--- config.mk ---
export PLATFORM = sky130hd
export DESIGN_NAME = hack_cpu_core
export DESIGN_NICKNAME = d
export VERILOG_FILES = /design/src/rtl/hack_pkg.sv /design/src/rtl/hack_alu.sv /design/src/rtl/hack_pc.sv /design/src/rtl/hack_cpu_core.sv
export SDC_FILE = /design/constraint.sdc
export NUM_CORES = 1
export LEC_CHECK = 0
export BUFFER_PORTS_ARGS = -buffer_cell sky130_fd_sc_hd__buf_2
export CORE_MARGIN = 4
export CORE_UTILIZATION = 60
export CTS_BUF_LIST = sky130_fd_sc_hd__clkbuf_16
export CTS_CLUSTER_SIZE = 30
export DETAILED_ROUTE_END_ITERATION = 12
export GPL_ROUTABILITY_DRIVEN = 0
export PLACE_DENSITY = 0.85
export SYNTH_ARGS = -nofsm -noshare
export SYNTH_HDL_FRONTEND = slang
export SYNTH_SLANG_ARGS = --single-unit
--- constraint.sdc ---
create_clock -name clk -period 10.9 [get_ports clk]
set_input_delay 2.18 -clock clk [delete_from_list [all_inputs] [get_ports clk]]
set_output_delay 2.18 -clock clk [all_outputs]
set_load 0.02 [all_outputs]
--- src/rtl/hack_pkg.sv ---
// hack_pkg: shared Hack ISA widths and instruction field positions
package hack_pkg;
  localparam int WIDTH = 16;
  localparam int AW = 15;
  localparam int BIT_CI = 15;
  localparam int BIT_A = 12;
  localparam int COMP_HI = 11;
  localparam int COMP_LO = 6;
  localparam int DEST_HI = 5;
  localparam int DEST_LO = 3;
  localparam int JMP_HI = 2;
  localparam int JMP_LO = 0;
endpackage

--- src/rtl/hack_alu.sv ---
// hack_alu: combinational Hack ALU with zero and negative flags
module hack_alu
  import hack_pkg::*;
(
  input  logic [WIDTH-1:0] x,
  input  logic [WIDTH-1:0] y,
  input  logic             zx,
  input  logic             nx,
  input  logic             zy,
  input  logic             ny,
  input  logic             f,
  input  logic             no,
  output logic [WIDTH-1:0] out,
  output logic             zr,
  output logic             ng
);
  logic [WIDTH-1:0] w_x, w_y, w_r;
  // zero/negate the operands, add or and them, optionally negate the result
  always_comb begin
    w_x = zx ? '0 : x;
    w_x = nx ? ~w_x : w_x;
    w_y = zy ? '0 : y;
    w_y = ny ? ~w_y : w_y;
    w_r = f ? w_x + w_y : w_x & w_y;
    out = no ? ~w_r : w_r;
    zr = out == '0;
    ng = out[WIDTH-1];
  end
endmodule

--- src/rtl/hack_pc.sv ---
// hack_pc: program counter with reset > hold > load > inc priority
module hack_pc
  import hack_pkg::*;
(
  input  logic          clk,
  input  logic          reset,
  input  logic          load,
  input  logic          inc,
  input  logic          hold,
  input  logic [AW-1:0] i_d,
  output logic [AW-1:0] o_q
);
  logic [AW-1:0] r_q;
  // counter register; increment wraps naturally at the top of the space
  always_ff @(posedge clk)
    if (reset) r_q <= '0;
    else if (!hold) r_q <= load ? i_d : inc ? r_q + 1'b1 : r_q;
  assign o_q = r_q;
endmodule

--- src/rtl/hack_cpu_core.sv ---
// hack_cpu_core: Hack CPU execution core (A/D registers, decode, jump, PC)
module hack_cpu_core
  import hack_pkg::*;
(
  input  logic             clk,
  input  logic             reset,
  input  logic [WIDTH-1:0] instruction,
  input  logic [WIDTH-1:0] inM,
  input  logic             stall,
  output logic [WIDTH-1:0] outM,
  output logic             writeM,
  output logic [AW-1:0]    addressM,
  output logic [AW-1:0]    pc
);
  logic [WIDTH-1:0] r_a, r_d, w_y;
  logic [5:0] w_comp;
  logic [2:0] w_dest, w_jmp;
  logic w_ci, w_zr, w_ng, w_take;
  // instruction decode and jump resolution from the live ALU flags
  always_comb begin
    w_ci = instruction[BIT_CI];
    w_comp = instruction[COMP_HI:COMP_LO];
    w_dest = instruction[DEST_HI:DEST_LO];
    w_jmp = instruction[JMP_HI:JMP_LO];
    w_y = instruction[BIT_A] ? inM : r_a;
    w_take = w_ci & ((w_jmp[2] & w_ng) | (w_jmp[1] & w_zr) | (w_jmp[0] & ~w_ng & ~w_zr));
    writeM = w_ci & w_dest[0] & ~stall & ~reset;
  end
  hack_alu u_alu (
    .x(r_d), .y(w_y),
    .zx(w_comp[5]), .nx(w_comp[4]), .zy(w_comp[3]), .ny(w_comp[2]), .f(w_comp[1]), .no(w_comp[0]),
    .out(outM), .zr(w_zr), .ng(w_ng)
  );
  // A and D write-back; A-instructions load the 15-bit immediate
  always_ff @(posedge clk)
    if (reset) begin
      r_a <= '0;
      r_d <= '0;
    end else if (!stall) begin
      if (!w_ci) r_a <= {1'b0, instruction[AW-1:0]};
      else if (w_dest[2]) r_a <= outM;
      if (w_ci && w_dest[1]) r_d <= outM;
    end
  hack_pc u_pc (
    .clk(clk), .reset(reset), .load(w_take), .inc(1'b1), .hold(stall),
    .i_d(r_a[AW-1:0]), .o_q(pc)
  );
  assign addressM = r_a[AW-1:0];
endmodule

Word-level counts from Yosys, hierarchy flattened

Cells that the tools add are included.

Register bits: 47
Logic and storage cells: 38

$add $sub $neg: 2
Eq/ne operators: 1
Mux-type cells: 10
Bitwise operators: 18
Reduce and logical (&&, ||, !) cells: 4

Operators with widths:

| operator                                                         | number |
|---|---|
| 16-bit 2-to-1 mux                                                | 9 |
| 16-bit inverter                                                  | 3 |
| 16-bit adder                                                     | 1 |
| 16-bit AND                                                       | 1 |
| 16-bit logical NOT                                               | 1 |
| 15-bit by 1-bit adder with 15-bit output (second input constant) | 1 |
| 15-bit 2-to-1 mux                                                | 1 |
| 1-bit AND                                                        | 8 |
| 1-bit inverter                                                   | 4 |
| 2-bit AND reduction                                              | 2 |
| 2-bit != test (second input constant)                            | 1 |
| 1-bit OR                                                         | 2 |
| 1-bit logical AND                                                | 1 |

Depth between registers and ports, before layout

Depth after elaboration: 14
Mapped depth: 21

Modules after synthesis

From an unflattened synthesis, not the netlist that was laid out.

Cells, all modules: 593
Area total of the unflattened synthesis: 4590.7 sq um

By module, submodules not included:

| module        | times used | cells each | area an instance (sq um) |
|---|---|---|---|
| hack_alu      | 1          | 267        | 1906.8 |
| hack_cpu_core | 1          | 200        | 1700.4 |
| hack_pc       | 1          | 126        | 983.4 |

Worst setup path before layout

No wires, ideal clock.

Path kind: input-to-output
From: in instruction[12]
To: out outM[15]
Arrival: 5.317 ns
Required time: 8.720 ns
Setup slack: 3.403 ns
Cell stages on the path: 14
Path buffers: 3
Cell sequence: clkbuf_1 > clkbuf_1 > mux2i_1 > nor2_1 > xor2_1 > ha_1 > a21oi_1 > nand2_1 > a211oi_1 > o311ai_1 > xor2_1 > mux2i_1 > xnor2_2 > buf_4

Word-level cells in the longest chain between the ends: 8
Elaborated cells between the ends (all ways): 9
Those cells by class: add/sub (1); mux (5); bitwise (3)

RTL lines:

| element                                           | line                | text |
|---|---|---|
| start: declaration                                | hack_cpu_core.sv:7  | `input logic [WIDTH-1:0] instruction,` |
| 16-bit 2-to-1 mux *                               | hack_cpu_core.sv:25 | `w_y = instruction[BIT_A] ? inM : r_a;` |
| 16-bit 2-to-1 mux *                               | hack_alu.sv:22      | `w_y = zy ? '0 : y;` |
| 16-bit inverter                                   | hack_alu.sv:23      | `w_y = ny ? ~w_y : w_y;` |
| 16-bit 2-to-1 mux *                               | hack_alu.sv:23      |  |
| 16-bit adder / 16-bit AND (equally long branches) | hack_alu.sv:24      | `w_r = f ? w_x + w_y : w_x & w_y;` |
| 16-bit 2-to-1 mux *                               | hack_alu.sv:24      |  |
| 16-bit inverter                                   | hack_alu.sv:25      | `out = no ? ~w_r : w_r;` |
| 16-bit 2-to-1 mux *                               | hack_alu.sv:25      |  |
| end: declaration                                  | hack_cpu_core.sv:10 | `output logic [WIDTH-1:0] outM,` |

Mark *: on every way between the ends. The rest lies on a longest branch, timed or not.

Worst setup path after layout

From: in instruction[12]
To: out outM[12]

Same word-level chain as after synthesis.

==> results by group <==
Status
  • Status: finished clean

Place
  • Placed Cells: 704
  • I/O Buffers: 81
  • Placed inst area: 0.00461 mm^2
  • Pre-CTS setup slack: 3340 ps
  • Detailed placement HPWL: 8460 um

Power and ir drop
  • Clock network power share: 24.1%
  • Cell Pwr Density: 134 mW/mm^2
  • Leakage: 1.92 nW
  • Share of total power in sequential cells: 30.8%
  • Sw Share: 41.1%
  • Maximum vdd drop: 82.4 uV
  • Pint: 375 uW
  • Switching power: 261 uW
  • Logic pwr share: 45.0%

Final layout
  • Final Instance Area: 0.00476 mm^2
  • Storage element area: 941 um^2
  • Share of layout cells above drive strength 1: 16.2%
  • N_diodes: 0
  • Final non-filler cell total: 712
  • Multi-input gate area: 0.00309 mm^2
  • Nets: 668
  • Fillers: 601
  • Layout area overhead: 8.82%

Logic synthesis
  • Post-synthesis sequential area ratio: 21.5%
  • Mapped Nets: 637
  • Synth Cell Area: 0.00437 mm^2
  • Synth top area cells: dfxtp_1 (22%), mux2i_1 (8.2%), nand2_1 (6.0%)
  • Number of synthesized register bits: 47
  • Synth area leader: dfxtp_1
  • Post-synthesis instance total: 584
  • FFs w/ async S/R, synth: 0%
  • Post-synth EDFFs: 0
  • Synth Flop Type: dfxtp_1
  • Ys Warns: 0
  • Top cell type's share of synthesized area: 21.5%
  • Synth cell types: 64
  • Syn_area_per_cell: 7.49 um^2

Die
  • Row cnt: 30
  • Core area: 0.00694 mm^2
  • DIE WIDTH: 93.4 um
  • I/O pins: 82
  • Area of the die: 0.00872 mm^2
  • Initial Util: 63.0%
  • Vert. Die Dim: 93.4 um

STA
  • Final-report hold violation count: 0
  • Layout Skew: 4.34 ps
  • RSZ-0062 raised after global routing: false
  • TNS Setup: 0 ps
  • Max-slew violation count: 0
  • Setup violations, final: 0
  • Slew HR: 18.0%
  • Final period util: 69.5%
  • Fmax: 132 MHz
  • Slew @ Worst Pin: 1230 ps
  • Final min period: 7580 ps
  • Worst Slack Setup Final: 3320 ps
  • Final hold slack: 455 ps

Critical path
  • Crit Path Class: in2out
  • Cell Chain, Critical Path: buf_2 -> mux2i_1 -> nor2_1 -> xor2_1 -> ha_1 -> inv_1 -> fa_1 -> and2b_4 -> o31a_1 -> o31a_1 -> or4_1 -> a22o_1 -> nand3_1 -> buf_2
  • Worst setup EP type: output port
  • CP max stage cell: or4_1
  • Maximum fanout along the worst path: 17
  • WP buf/inv: 3
  • Arr. time, crit path: 5400 ps
  • Worst path max stage delay: 450 ps
  • Critical Path RT: 8720 ps
  • CP top delay family: simple AND/OR/NAND/NOR gates
  • Crit path launch type: input port

Global routing
  • First-pass GRT wire length: 19400 um
  • Vias in the first global route: 4128
  • Gr usage total: 27.2%
  • Initial antenna violation count: 0
  • GR Overflow Total: 0
  • Largest net degree at the start of global routing: 49

Clock network
  • # resized after CTS: 0
  • CTS Buf Count: 5
  • Htree depth: 2
  • Root buf cell: clkbuf_16
  • CTS max path bufs: 2
  • Clock latency on the worst-skew pair: 290 ps
  • Postcts setup bufs: 0
  • CTS tree: done
  • Hold-fix buffer count after cts: 0
  • TritonCTS Sinks: 47
  • Clk slew on worst S/H paths: 70 ps

Detailed routing
  • Vias per cell: 6.04
  • Initial DRC Count: 217
  • DRC: 0
  • Final WL: 11600 um
  • Via count: 4297
  • First-pass DRT Iterations: 5
  • Post-DR wirelength/cell: 16.2 um
  • Detail Route Antenna Nets: 0

Hold path
  • Worst Hold Class: reg2reg

Job
  • Maxcap violations: 0
worst min-delay path, stage by stage (launching register included):
cell	delay, ps
dfxtp_1	310
nand2_1	50
a21oi_1	50
per-layer routing:
layer  up-vias  track usage, %  routed length (um)  part of all wire (%)
li1       2103               -                   -                     -
met1      1999            34.2                5050                    44
met2       170            46.5                5500                    48
met3        25            3.86                 699                   6.0
met4         0            10.9                 313                   2.7
met5         -               0                   0                     0
kinds of logic after synthesis:
| kind of cell | count (synthesis) | share of synthesized area [%] |
|---|---|---|
| AO/OA/AOI/OAI | 106 | 17.5 |
| XOR/XNOR | 47 | 9.59 |
| adder cells (fa/ha/maj) | 18 | 5.32 |
| buffers and inverters | 71 | 7.96 |
| flip-flops | 47 | 21.5 |
| AND/OR/NAND/NOR | 259 | 29.9 |
| multiplexers | 36 | 8.24 |
stage by stage:
step	util, %	power, mW
global placement	66.4	0.472
CTS	68.5	0.634
finish	68.5	0.636
global route	68.5	0.672
floorplan	-	0.417
detailed placement	66.4	0.480
final timing paths:
| check | slack (ps) | from | endpoint | cells after the start |
|---|---|---|---|---|
| min reg2reg | 460 | r_d[8]$_SDFFE_PP0P_ | r_d[8]$_SDFFE_PP0P_ | 2 |
| max | 3320 | instruction[12] | outM[12] | 14 |
| max reg2reg | 5540 | r_a[0]$_SDFFE_PP0P_ | u_pc.o_q[11]$_SDFFE_PP0N_ | 17 |
| min | 460 | r_d[8]$_SDFFE_PP0P_ | r_d[8]$_SDFFE_PP0P_ | 2 |
power groups by stage:
stage | combinational, mW | sequential, mW | clock (mW)
floorplan | 0.217 | 0.201 | 0
global placement | 0.273 | 0.199 | 0
detailed placement | 0.280 | 0.200 | 0
CTS | 0.283 | 0.196 | 0.155
global route | 0.311 | 0.198 | 0.163
finish | 0.286 | 0.196 | 0.153
layout make-up:
type / instances / area share [%]
clock inverters: 3 / 0.421
clock buffers: 5 / 2.63
flip-flops and latches: 47 / 19.8
multi-input cells: 466 / 65.0
well taps: 96 / 2.52
inverters: 14 / 1.10
repair buffers: 81 / 8.52
flip-flops by register name, indices dropped and copies added, names as in the netlist:
register  flops
u_pc.o_q     15
r_a          16
r_d          16
cells in the final DEF, fill, tap and decap left out, types with 13 or more instances in the layout:
cell type / count
buf_2: 81
nand2_1: 70
nor2_1: 62
dfxtp_1: 47
mux2i_1: 36
xnor2_1: 29
a21oi_1: 29
nand3_1: 28
nand2b_1: 22
nand3b_1: 21
a211oi_1: 18
xor2_1: 17
ha_1: 17
nor3_1: 15
inv_1: 13
o21ai_0: 13
cell usage after synthesis (13+ instances only):
cell / instances
nand2_1: 70
nor2_1: 62
dfxtp_1: 47
mux2i_1: 36
a21oi_1: 29
xnor2_1: 29
nand3_1: 28
clkbuf_1: 26
nand2b_1: 22
nand3b_1: 21
a211oi_1: 18
buf_4: 18
ha_1: 17
xor2_1: 17
nor3_1: 15
inv_1: 13
o21ai_0: 13
No activity file was read; power rests on OpenSTA's default activity.
